## src/rtl/butterfly_unit_cplx_pipe_if.sv

```systemverilog
// Bundles the operand, twiddle, control and result signals of the complex butterfly.
// The master side drives samples and controls, the slave (datapath) returns results.
interface butterfly_unit_cplx_pipe_if #(
    parameter int DATA_W = 16,
    parameter int COEF_W = 16,
    parameter int CNT_W  = 16
);
    logic                     en;
    logic                     valid_in;
    logic                     scale;
    logic                     clr_stat;
    logic signed [DATA_W-1:0] a_real;
    logic signed [DATA_W-1:0] a_imag;
    logic signed [DATA_W-1:0] b_real;
    logic signed [DATA_W-1:0] b_imag;
    logic signed [COEF_W-1:0] W_real;
    logic signed [COEF_W-1:0] W_imag;
    logic                     valid_out;
    logic signed [DATA_W-1:0] y0_real;
    logic signed [DATA_W-1:0] y0_imag;
    logic signed [DATA_W-1:0] y1_real;
    logic signed [DATA_W-1:0] y1_imag;
    logic                     sat_out;
    logic [CNT_W-1:0]         sat_count;

    modport master (
        output en, valid_in, scale, clr_stat,
        output a_real, a_imag, b_real, b_imag, W_real, W_imag,
        input  valid_out, y0_real, y0_imag, y1_real, y1_imag, sat_out, sat_count
    );

    modport slave (
        input  en, valid_in, scale, clr_stat,
        input  a_real, a_imag, b_real, b_imag, W_real, W_imag,
        output valid_out, y0_real, y0_imag, y1_real, y1_imag, sat_out, sat_count
    );
endinterface

```

## src/rtl/butterfly_unit_cplx_pipe.sv

```systemverilog
// Radix-2 DIT complex butterfly y0 = a + b*W, y1 = a - b*W over three stall-able stages,
// with half-up rounding of b*W, optional 1/2 scaling, output saturation and a sticky clip counter.
module butterfly_unit_cplx_pipe #(
    parameter int DATA_W    = 16,
    parameter int COEF_W    = 16,
    parameter int COEF_FRAC = 15,
    parameter int CNT_W     = 16
) (
    input  logic                      clk,
    input  logic                      reset_n,
    butterfly_unit_cplx_pipe_if.slave bus
);
    localparam int P_W   = DATA_W + COEF_W + 1;
    // One guard bit above the product width keeps a +/- bw exact for any COEF_FRAC.
    localparam int SUM_W = P_W + 1;

    localparam logic signed [P_W-1:0]   RND      = {{(P_W-1){1'b0}}, 1'b1} << (COEF_FRAC - 1);
    localparam logic signed [SUM_W-1:0] ONE      = {{(SUM_W-1){1'b0}}, 1'b1};
    localparam logic signed [SUM_W-1:0] SAT_MAX  = {{(SUM_W-DATA_W+1){1'b0}}, {(DATA_W-1){1'b1}}};
    localparam logic signed [SUM_W-1:0] SAT_MIN  = {{(SUM_W-DATA_W+1){1'b1}}, {(DATA_W-1){1'b0}}};
    localparam logic [CNT_W-1:0]        CNT_MAX  = {CNT_W{1'b1}};
    localparam logic [CNT_W-1:0]        CNT_ONE  = {{(CNT_W-1){1'b0}}, 1'b1};

    function automatic logic signed [SUM_W-1:0] scale_fn(
        input logic signed [SUM_W-1:0] v,
        input logic                    sc
    );
        logic signed [SUM_W-1:0] t;
        t = v + ONE;
        if (sc) begin
            return t >>> 1'b1;
        end else begin
            return v;
        end
    endfunction

    // Returns {clip_flag, clipped_value}.
    function automatic logic [DATA_W:0] sat_fn(input logic signed [SUM_W-1:0] v);
        logic [DATA_W:0] res;
        if (v > SAT_MAX) begin
            res = {1'b1, SAT_MAX[DATA_W-1:0]};
        end else if (v < SAT_MIN) begin
            res = {1'b1, SAT_MIN[DATA_W-1:0]};
        end else begin
            res = {1'b0, v[DATA_W-1:0]};
        end
        return res;
    endfunction

    logic                     r1_valid, r1_scale;
    logic signed [DATA_W-1:0] r1_a_re, r1_a_im, r1_b_re, r1_b_im;
    logic signed [COEF_W-1:0] r1_w_re, r1_w_im;

    logic                     r2_valid, r2_scale;
    logic signed [DATA_W-1:0] r2_a_re, r2_a_im;
    logic signed [P_W-1:0]    r2_p_re, r2_p_im;

    logic                     r_valid_out, r_sat_out;
    logic signed [DATA_W-1:0] r_y0_re, r_y0_im, r_y1_re, r_y1_im;
    logic [CNT_W-1:0]         r_sat_count;

    logic signed [P_W-1:0]    w_p_re, w_p_im;
    logic signed [P_W-1:0]    w_bw_re, w_bw_im;
    logic [DATA_W:0]          w_y0_re, w_y0_im, w_y1_re, w_y1_im;
    logic                     w_clip;

    // Stage 1: capture operands, twiddle and sample attributes.
    always_ff @(posedge clk) begin
        if (!reset_n) begin
            r1_valid <= 1'b0;
            r1_scale <= 1'b0;
            r1_a_re  <= '0;
            r1_a_im  <= '0;
            r1_b_re  <= '0;
            r1_b_im  <= '0;
            r1_w_re  <= '0;
            r1_w_im  <= '0;
        end else if (bus.en) begin
            r1_valid <= bus.valid_in;
            r1_scale <= bus.scale;
            r1_a_re  <= bus.a_real;
            r1_a_im  <= bus.a_imag;
            r1_b_re  <= bus.b_real;
            r1_b_im  <= bus.b_imag;
            r1_w_re  <= bus.W_real;
            r1_w_im  <= bus.W_imag;
        end
    end

    // Full-precision complex product b*W; operands are widened first so nothing is lost.
    always_comb begin
        w_p_re = P_W'(r1_b_re) * P_W'(r1_w_re) - P_W'(r1_b_im) * P_W'(r1_w_im);
        w_p_im = P_W'(r1_b_re) * P_W'(r1_w_im) + P_W'(r1_b_im) * P_W'(r1_w_re);
    end

    // Stage 2: hold the exact product alongside the delayed a operand.
    always_ff @(posedge clk) begin
        if (!reset_n) begin
            r2_valid <= 1'b0;
            r2_scale <= 1'b0;
            r2_a_re  <= '0;
            r2_a_im  <= '0;
            r2_p_re  <= '0;
            r2_p_im  <= '0;
        end else if (bus.en) begin
            r2_valid <= r1_valid;
            r2_scale <= r1_scale;
            r2_a_re  <= r1_a_re;
            r2_a_im  <= r1_a_im;
            r2_p_re  <= w_p_re;
            r2_p_im  <= w_p_im;
        end
    end

    // Round b*W half-up, form a +/- bw, optionally halve, then clip to the output range.
    always_comb begin
        w_bw_re = (r2_p_re + RND) >>> COEF_FRAC;
        w_bw_im = (r2_p_im + RND) >>> COEF_FRAC;
        w_y0_re = sat_fn(scale_fn(SUM_W'(r2_a_re) + SUM_W'(w_bw_re), r2_scale));
        w_y0_im = sat_fn(scale_fn(SUM_W'(r2_a_im) + SUM_W'(w_bw_im), r2_scale));
        w_y1_re = sat_fn(scale_fn(SUM_W'(r2_a_re) - SUM_W'(w_bw_re), r2_scale));
        w_y1_im = sat_fn(scale_fn(SUM_W'(r2_a_im) - SUM_W'(w_bw_im), r2_scale));
        w_clip  = w_y0_re[DATA_W] | w_y0_im[DATA_W] | w_y1_re[DATA_W] | w_y1_im[DATA_W];
    end

    // Stage 3: registered results; everything holds while stalled.
    always_ff @(posedge clk) begin
        if (!reset_n) begin
            r_valid_out <= 1'b0;
            r_sat_out   <= 1'b0;
            r_y0_re     <= '0;
            r_y0_im     <= '0;
            r_y1_re     <= '0;
            r_y1_im     <= '0;
        end else if (bus.en) begin
            r_valid_out <= r2_valid;
            r_sat_out   <= w_clip;
            r_y0_re     <= w_y0_re[DATA_W-1:0];
            r_y0_im     <= w_y0_im[DATA_W-1:0];
            r_y1_re     <= w_y1_re[DATA_W-1:0];
            r_y1_im     <= w_y1_im[DATA_W-1:0];
        end
    end

    // Sticky clip counter: clear has priority and ignores the stall.
    always_ff @(posedge clk) begin
        if (!reset_n) begin
            r_sat_count <= '0;
        end else if (bus.clr_stat) begin
            r_sat_count <= '0;
        end else if (bus.en && r2_valid && w_clip && (r_sat_count != CNT_MAX)) begin
            r_sat_count <= r_sat_count + CNT_ONE;
        end
    end

    assign bus.valid_out = r_valid_out;
    assign bus.sat_out   = r_sat_out;
    assign bus.y0_real   = r_y0_re;
    assign bus.y0_imag   = r_y0_im;
    assign bus.y1_real   = r_y1_re;
    assign bus.y1_imag   = r_y1_im;
    assign bus.sat_count = r_sat_count;
endmodule
```

## src/flat_wrapper.sv

```systemverilog
// flat-port wrapper written by rule: the top's interface ports become plain ports
module butterfly_unit_cplx_pipe_flat 
#(
    parameter int DATA_W    = 16,
    parameter int COEF_W    = 16,
    parameter int COEF_FRAC = 15,
    parameter int CNT_W     = 16
)
  (clk, reset_n, bus_en, bus_valid_in, bus_scale, bus_clr_stat, bus_a_real, bus_a_imag, bus_b_real, bus_b_imag, bus_W_real, bus_W_imag, bus_valid_out, bus_y0_real, bus_y0_imag, bus_y1_real, bus_y1_imag, bus_sat_out, bus_sat_count);
  butterfly_unit_cplx_pipe_if #(.DATA_W(DATA_W), .COEF_W(COEF_W), .CNT_W(CNT_W)) bus_i ();
  input  logic clk;
  input  logic reset_n;
  input wire logic [$bits(bus_i.en)-1:0] bus_en;
  input wire logic [$bits(bus_i.valid_in)-1:0] bus_valid_in;
  input wire logic [$bits(bus_i.scale)-1:0] bus_scale;
  input wire logic [$bits(bus_i.clr_stat)-1:0] bus_clr_stat;
  input wire logic [$bits(bus_i.a_real)-1:0] bus_a_real;
  input wire logic [$bits(bus_i.a_imag)-1:0] bus_a_imag;
  input wire logic [$bits(bus_i.b_real)-1:0] bus_b_real;
  input wire logic [$bits(bus_i.b_imag)-1:0] bus_b_imag;
  input wire logic [$bits(bus_i.W_real)-1:0] bus_W_real;
  input wire logic [$bits(bus_i.W_imag)-1:0] bus_W_imag;
  output wire logic [$bits(bus_i.valid_out)-1:0] bus_valid_out;
  output wire logic [$bits(bus_i.y0_real)-1:0] bus_y0_real;
  output wire logic [$bits(bus_i.y0_imag)-1:0] bus_y0_imag;
  output wire logic [$bits(bus_i.y1_real)-1:0] bus_y1_real;
  output wire logic [$bits(bus_i.y1_imag)-1:0] bus_y1_imag;
  output wire logic [$bits(bus_i.sat_out)-1:0] bus_sat_out;
  output wire logic [$bits(bus_i.sat_count)-1:0] bus_sat_count;
  assign bus_i.en = bus_en;
  assign bus_i.valid_in = bus_valid_in;
  assign bus_i.scale = bus_scale;
  assign bus_i.clr_stat = bus_clr_stat;
  assign bus_i.a_real = bus_a_real;
  assign bus_i.a_imag = bus_a_imag;
  assign bus_i.b_real = bus_b_real;
  assign bus_i.b_imag = bus_b_imag;
  assign bus_i.W_real = bus_W_real;
  assign bus_i.W_imag = bus_W_imag;
  assign bus_valid_out = bus_i.valid_out;
  assign bus_y0_real = bus_i.y0_real;
  assign bus_y0_imag = bus_i.y0_imag;
  assign bus_y1_real = bus_i.y1_real;
  assign bus_y1_imag = bus_i.y1_imag;
  assign bus_sat_out = bus_i.sat_out;
  assign bus_sat_count = bus_i.sat_count;
  butterfly_unit_cplx_pipe #(.DATA_W(DATA_W), .COEF_W(COEF_W), .COEF_FRAC(COEF_FRAC), .CNT_W(CNT_W)) u_core (.clk(clk), .reset_n(reset_n), .bus(bus_i));
endmodule
```

## config.mk

```make
export PLATFORM = sky130hd
export DESIGN_NAME = butterfly_unit_cplx_pipe_flat
export DESIGN_NICKNAME = d
export VERILOG_FILES = /design/src/rtl/butterfly_unit_cplx_pipe_if.sv /design/src/rtl/butterfly_unit_cplx_pipe.sv /design/src/flat_wrapper.sv
export SDC_FILE = /design/constraint.sdc
export NUM_CORES = 2
export LEC_CHECK = 0
export ABC_AREA = 1
export BUFFER_PORTS_ARGS = -buffer_cell sky130_fd_sc_hd__buf_4
export CAP_MARGIN = 20
export CORE_UTILIZATION = 45
export CTS_BUF_LIST = sky130_fd_sc_hd__clkbuf_8
export CTS_CLUSTER_SIZE = 10
export DETAILED_ROUTE_END_ITERATION = 6
export GPL_TIMING_DRIVEN = 0
export MAX_ROUTING_LAYER = met4
export PLACE_DENSITY = 0.68
export SLEW_MARGIN = 10
export SYNTH_ARGS = -nofsm -noshare
export SYNTH_HDL_FRONTEND = slang
export SYNTH_SLANG_ARGS = --single-unit
export TNS_END_PERCENT = 10
```

## constraint.sdc

```tcl
create_clock -name clk -period 8.2 [get_ports clk]
set_input_delay 1.64 -clock clk [delete_from_list [all_inputs] [get_ports clk]]
set_output_delay 1.64 -clock clk [all_outputs]
set_load 0.01 [all_outputs]
```

## Yosys cells after proc, flatten, opt, wreduce, memory -nomap -nowiden

Index checks and enable logic that the tools add are counted.

| cells by class | value |
|---|---|
| multiply operators | 4 |
| multiplexer cells | 12 |
| bitwise operators | 4 |
| eq/ne operators | 1 |
| reductions and logical operators | 4 |
| magnitude comparators | 8 |
| add/sub/neg operators | 13 |

Operators with widths:

| cell | number |
|---|---|
| $add A34 B2 Y34 const B | 4 |
| $gt A34 B16 Y1 const B | 4 |
| $lt A34 B16 Y1 const B | 4 |
| $mux W17 | 8 |
| $mux W34 | 4 |
| $mul A16 B16 Y32 | 4 |
| $add A33 B16 Y33 const B | 2 |
| $add A16 B18 Y19 | 2 |
| $sub A16 B18 Y19 | 2 |
| $add A33 B33 Y33 | 1 |
| $sub A33 B33 Y33 | 1 |
| $add A16 B1 Y16 const B | 1 |
| $ne A16 B16 Y1 const B | 1 |
| $logic_and A1 B1 Y1 | 3 |
| $or A1 B1 Y1 | 3 |
| $reduce_or A2 Y1 | 1 |
| $not A1 Y1 | 1 |

| word-level totals | value |
|---|---|
| register bits after elaboration | 280 |
| output and inout port bits | 82 |
| word-level logic and storage cells | 67 |

## Longest topological paths before layout

| depth | value |
|---|---|
| depth after elaboration | 12 |
| depth in mapped cells | 42 |
| depth with buffers taken out | 40 |

## Least setup slack after synthesis

No wires, ideal clock.

| timing path | value |
|---|---|
| path type | register -> register |
| from | register u_core.r1_b_re[0] |
| to | register u_core.r2_p_im[32] |
| cell stages (with the launch flop) | 37 |
| data required time | 8084 ps |
| setup time | 116 ps |
| setup slack | 653 ps |
| arrival | 7431 ps |
| cell sequence | dfxtp_1 -> clkbuf_1 -> buf_1 -> nand2_1 -> fa_1 -> fa_1 -> inv_1 -> ha_1 -> fa_1 -> inv_1 -> fa_1 -> fa_1 -> inv_1 -> ha_1 -> inv_1 -> o21bai_1 -> a21oi_1 -> o21ai_0 -> a21boi_0 -> o21ai_0 -> a21boi_0 -> o21ai_0 -> a21boi_0 -> nor3_1 -> nor2_1 -> o21bai_1 -> xor2_1 -> ha_1 -> a21oi_1 -> nor3_1 -> a211oi_1 -> nand3_1 -> a21boi_0 -> a21oi_1 -> o21ai_0 -> o211ai_1 -> inv_1 |

| between the ends | value |
|---|---|
| word-level cells in the longest chain between the ends | 2 |

RTL lines:

| element | line | source |
|---|---|---|
| start, declared | butterfly_unit_cplx_pipe.sv:51 | `logic signed [DATA_W-1:0] r1_a_re, r1_a_im, r1_b_re, r1_b_im;` |
| start signal, assigned | butterfly_unit_cplx_pipe.sv:83 | `r1_b_re <= bus.b_real;` |
| $mul A16 B16 Y32 | butterfly_unit_cplx_pipe.sv:93 | `w_p_im = P_W'(r1_b_re) * P_W'(r1_w_im) + P_W'(r1_b_im) * P_W'(r1_w_re);` |
| $add A33 B33 Y33 | butterfly_unit_cplx_pipe.sv:93 |  |
| end signal, assigned | butterfly_unit_cplx_pipe.sv:111 | `r2_p_im <= w_p_im;` |
| end, declared | butterfly_unit_cplx_pipe.sv:56 | `logic signed [P_W-1:0] r2_p_re, r2_p_im;` |

No other way between the ends.
A chain may end at the register's enable or synchronous reset.

## Final worst setup path

| timing path | value |
|---|---|
| from | register u_core.r1_b_im[14] |
| to | register u_core.r2_p_re[30] |

| between the ends | value |
|---|---|
| word-level cells in the longest chain between the ends | 2 |

RTL lines:

| element | line | source |
|---|---|---|
| start, declared | butterfly_unit_cplx_pipe.sv:51 |  |
| start signal, assigned | butterfly_unit_cplx_pipe.sv:84 | `r1_b_im <= bus.b_imag;` |
| $mul A16 B16 Y32 | butterfly_unit_cplx_pipe.sv:92 | `w_p_re = P_W'(r1_b_re) * P_W'(r1_w_re) - P_W'(r1_b_im) * P_W'(r1_w_im);` |
| $sub A33 B33 Y33 | butterfly_unit_cplx_pipe.sv:92 |  |
| end signal, assigned | butterfly_unit_cplx_pipe.sv:110 | `r2_p_re <= w_p_re;` |
| end, declared | butterfly_unit_cplx_pipe.sv:56 |  |

No other way between the ends.

==> flow_summary.toml <==
[run]
maxCapViolCount = 0

[setup_path]
critPathLaunchType = "flop"
critPathMaxFanout = 10
crit_path_top_delay_cell = "fa_1"
arrival_ns = 8.74
max_stage_delay_ns = 0.56
crit_required_ns = 8.84
critPathKind = "flop to flop"
critPathCaptureType = "flop"
critPathMostFrequentCell = "inv_1"

[floorplanning]
boundaryPins = 184
design.die.area_um2 = 135000
start_util_pct = 45.5
dieWidth_um = 368
core-area_um2 = 132000
fp-row-count = 133
die_h_um = 368

[detailed_routing]
ant_nets = 0
vias_per_cell = 5.37
wl_per_cell_um = 23.7
firstDrtPassIters = 7
drc_errors = 1
drt_iter0_markers = 4473
drt_wl_total_um = 244000
vias = 55200

[global_routing]
antenna_found_initial = 12
grt_start_max_net_pins = 17
overflow = 0
grt_pass1_vias = 56600
grt_first_pass_wirelength_um = 356000
grt.total_usage_pct = 37.1

[clocking]
cts.sinks = 252
cts.path.max_buffers = 3
cts_tree = "yes"
cts_hold_buf = 0
clk_pin_slew_ns = 0.07
cts-htree-levels = 2
clk-insertion-delay-late_ns = 0.80
cts-root-buf = "clkbuf_8"
tritoncts.num_buffers = 53

[placed_design]
dp.final_hpwl_um = 206000
dpl_worst_slack_ns = -2.67
port_buffers = 182
place_congestion = 1.03
dpl_cell_area_um2 = 63900

[sta]
fmax_mhz = 123
worst_slew_pin_slew_ns = 1.22
hold_viol = 0
layout_min_cycle_time_ns = 8.10
setup_viol = 0
fin_ws_ns = 0.0953
slew_headroom_pct = 18.4
min_period_over_period_pct = 98.8
maxSlewViolCount = 0
worst_hold_slack_ns = 0.468
finClkSkew_ns = 0.0790
rsz0062_at_grt = "yes"

[yosys]
async_flop_share_pct = 0
synth_area_leaders = "fa_1, inv_1, nand2_1"
ys_seq_elements = 252
synth_enable_flop_cells = 0
ys.flop_type = "dfxtp_1"
yosys-top-cells-count = "inv_1, nand2_1, fa_1"
syn-instance-count = 8252
seq_area_frac_synth_pct = 8.39
postSynthAreaPerCell_um2 = 7.29
synth_top_cell_by_area = "fa_1"
yosysWarnings = 0
ys_types = 61
netlist_area_um2 = 60200
yosysTopAreaCellShare_pct = 35.0
synth_most_common_cell = "inv_1"
synth.net_count = 9887

[power]
ir_drop_uv = 469
power_switching_mw = 14.2
p_clk_share_pct = 7.6
combPwrFrac_pct = 85.2
switching_share_pct = 60.6
seq_power_share_pct = 7.2
p_per_area_nw_per_um2 = 348
p_leak_nw = 37.3
power.internal_mw = 9.25

[finish]
nets = 10100
seq_area_um2 = 5160
drive_above_1_share_pct = 9.92
fillCellCount = 13200
reg_top3 = "u_core.r2_p_im x19, u_core.r2_p_re x19"
final_util_pct = 51.0
area_growth_pct = 12.0
multiInputGateArea_um2 = 46900
finalInstanceArea_um2 = 67400

[status]
violations = "DRC"
outcome = "complete, but fails checks"

[hold_path]
hold_path_class = "flop to flop"
## layer usage
layer | vias to the layer above | GRT usage, % | part of all wire, %
met5 | - | - | 0
met2 | 2466 | 60.2 | 47
met3 | 849 | 6.07 | 8.0
li1 | 24900 | - | -
met1 | 27000 | 42.1 | 37
met4 | 0 | 25.3 | 8.4
## layout by cell type (no fill, tap or decap), types with 10 or more instances in the layout
| cell type | count |
|---|---|
| xor2_4 | 14 |
| and2_1 | 11 |
| nand3_1 | 223 |
| a21oi_1 | 341 |
| buf_8 | 13 |
| nand2_1 | 1849 |
| clkbuf_1 | 88 |
| o21ai_1 | 14 |
| a21oi_4 | 10 |
| a21oi_2 | 31 |
| dfxtp_1 | 205 |
| o211ai_1 | 21 |
| buf_2 | 26 |
| fa_1 | 1046 |
| nor2_1 | 572 |
| clkbuf_4 | 59 |
| buf_6 | 11 |
| nand3_2 | 14 |
| inv_1 | 2107 |
| xnor2_1 | 76 |
| xor2_1 | 136 |
| ha_4 | 16 |
| o21bai_1 | 15 |
| dfxtp_4 | 23 |
| nor3_1 | 41 |
| clkbuf_2 | 47 |
| a31oi_1 | 26 |
| buf_4 | 248 |
| nand2_2 | 39 |
| nor2_2 | 21 |
| nand4_1 | 60 |
| inv_2 | 12 |
| ha_1 | 459 |
| dfxtp_2 | 24 |
| clkbuf_8 | 94 |
| o21ai_2 | 21 |
| o21ai_0 | 319 |
## critical path: cells and delay by family, from the launching register on
family	cells	cell delay, ns
AO/OA/AOI/OAI	11	1.91
XOR/XNOR	1	0.30
adder cells (fa/ha/maj)	8	3.53
buffers and inverters	12	1.18
flip-flops	1	0.41
AND/OR/NAND/NOR	5	0.60
## power groups by stage
stage / Sequential [mW] / Clock [mW] / Combinational (mW)
final: 1.69 / 1.78 / 20.0
after CTS: 1.68 / 1.80 / 18.8
after global routing: 1.70 / 1.84 / 21.5
after detailed placement: 1.64 / 0 / 17.6
after floorplan: 1.62 / 0 / 11.3
after global placement: 1.63 / 0 / 17.5
## final timing paths
path	slack (ns)	cells past startpoint	to	start
worst max register to register	0.1	37	u_core.r2_p_re[30]$_SDFFE_PN0P_	u_core.r1_b_im[14]$_SDFFE_PN0P_
worst max-delay path	0.1	37	u_core.r2_p_re[30]$_SDFFE_PN0P_	u_core.r1_b_im[14]$_SDFFE_PN0P_
worst min-delay path	0.47	2	u_core.bus.y1_real[6]$_SDFFE_PN0P_	u_core.bus.y1_real[6]$_SDFFE_PN0P_
worst min register to register	0.47	2	u_core.bus.y1_real[6]$_SDFFE_PN0P_	u_core.bus.y1_real[6]$_SDFFE_PN0P_
## kinds of logic (layout without fill, tap and decap cells)
kind of cell,Yosys count,after routing,synth area share (%)
buf+inv,2472,2748,15.5
compound gates,881,881,8.08
fa+ha+maj,1533,1533,45.0
other cells,0,6,0
simple gates,2868,2868,19.4
flops,252,252,8.39
xor+xnor,246,246,3.58
## final cells by class
cell class                 instances  share of cell area, %
antenna                            6                 0.0223
buffer                           305                   3.04
timing repair buffer             224                   2.62
sequential                       252                   7.66
inverter                        2120                   11.8
multi-input combinational       5528                   69.6
clock buffer                      68                   1.39
clock inverter                    31                  0.587
tap                             1755                   3.26
## metrics by stage
stage                     total power [mW]  instances  setup TNS (ns)
after global placement                19.1      10200          -75.09
after detailed placement              19.3      10200          -61.41
after global routing                  25.0      10300          -0.199
after floorplan                       12.9       8252               0
final                                 23.5      10300               0
after CTS                             22.2      10300         -0.0348
## timing repair
item | in CTS | in global routing
resized for setup | 505 | 246
pin swaps | 20 | 32
gates cloned | 0 | 0
setup endpoints to repair | 36 | 22
setup buffers | 14 | 16
No activity file was read; power rests on OpenSTA's default activity.
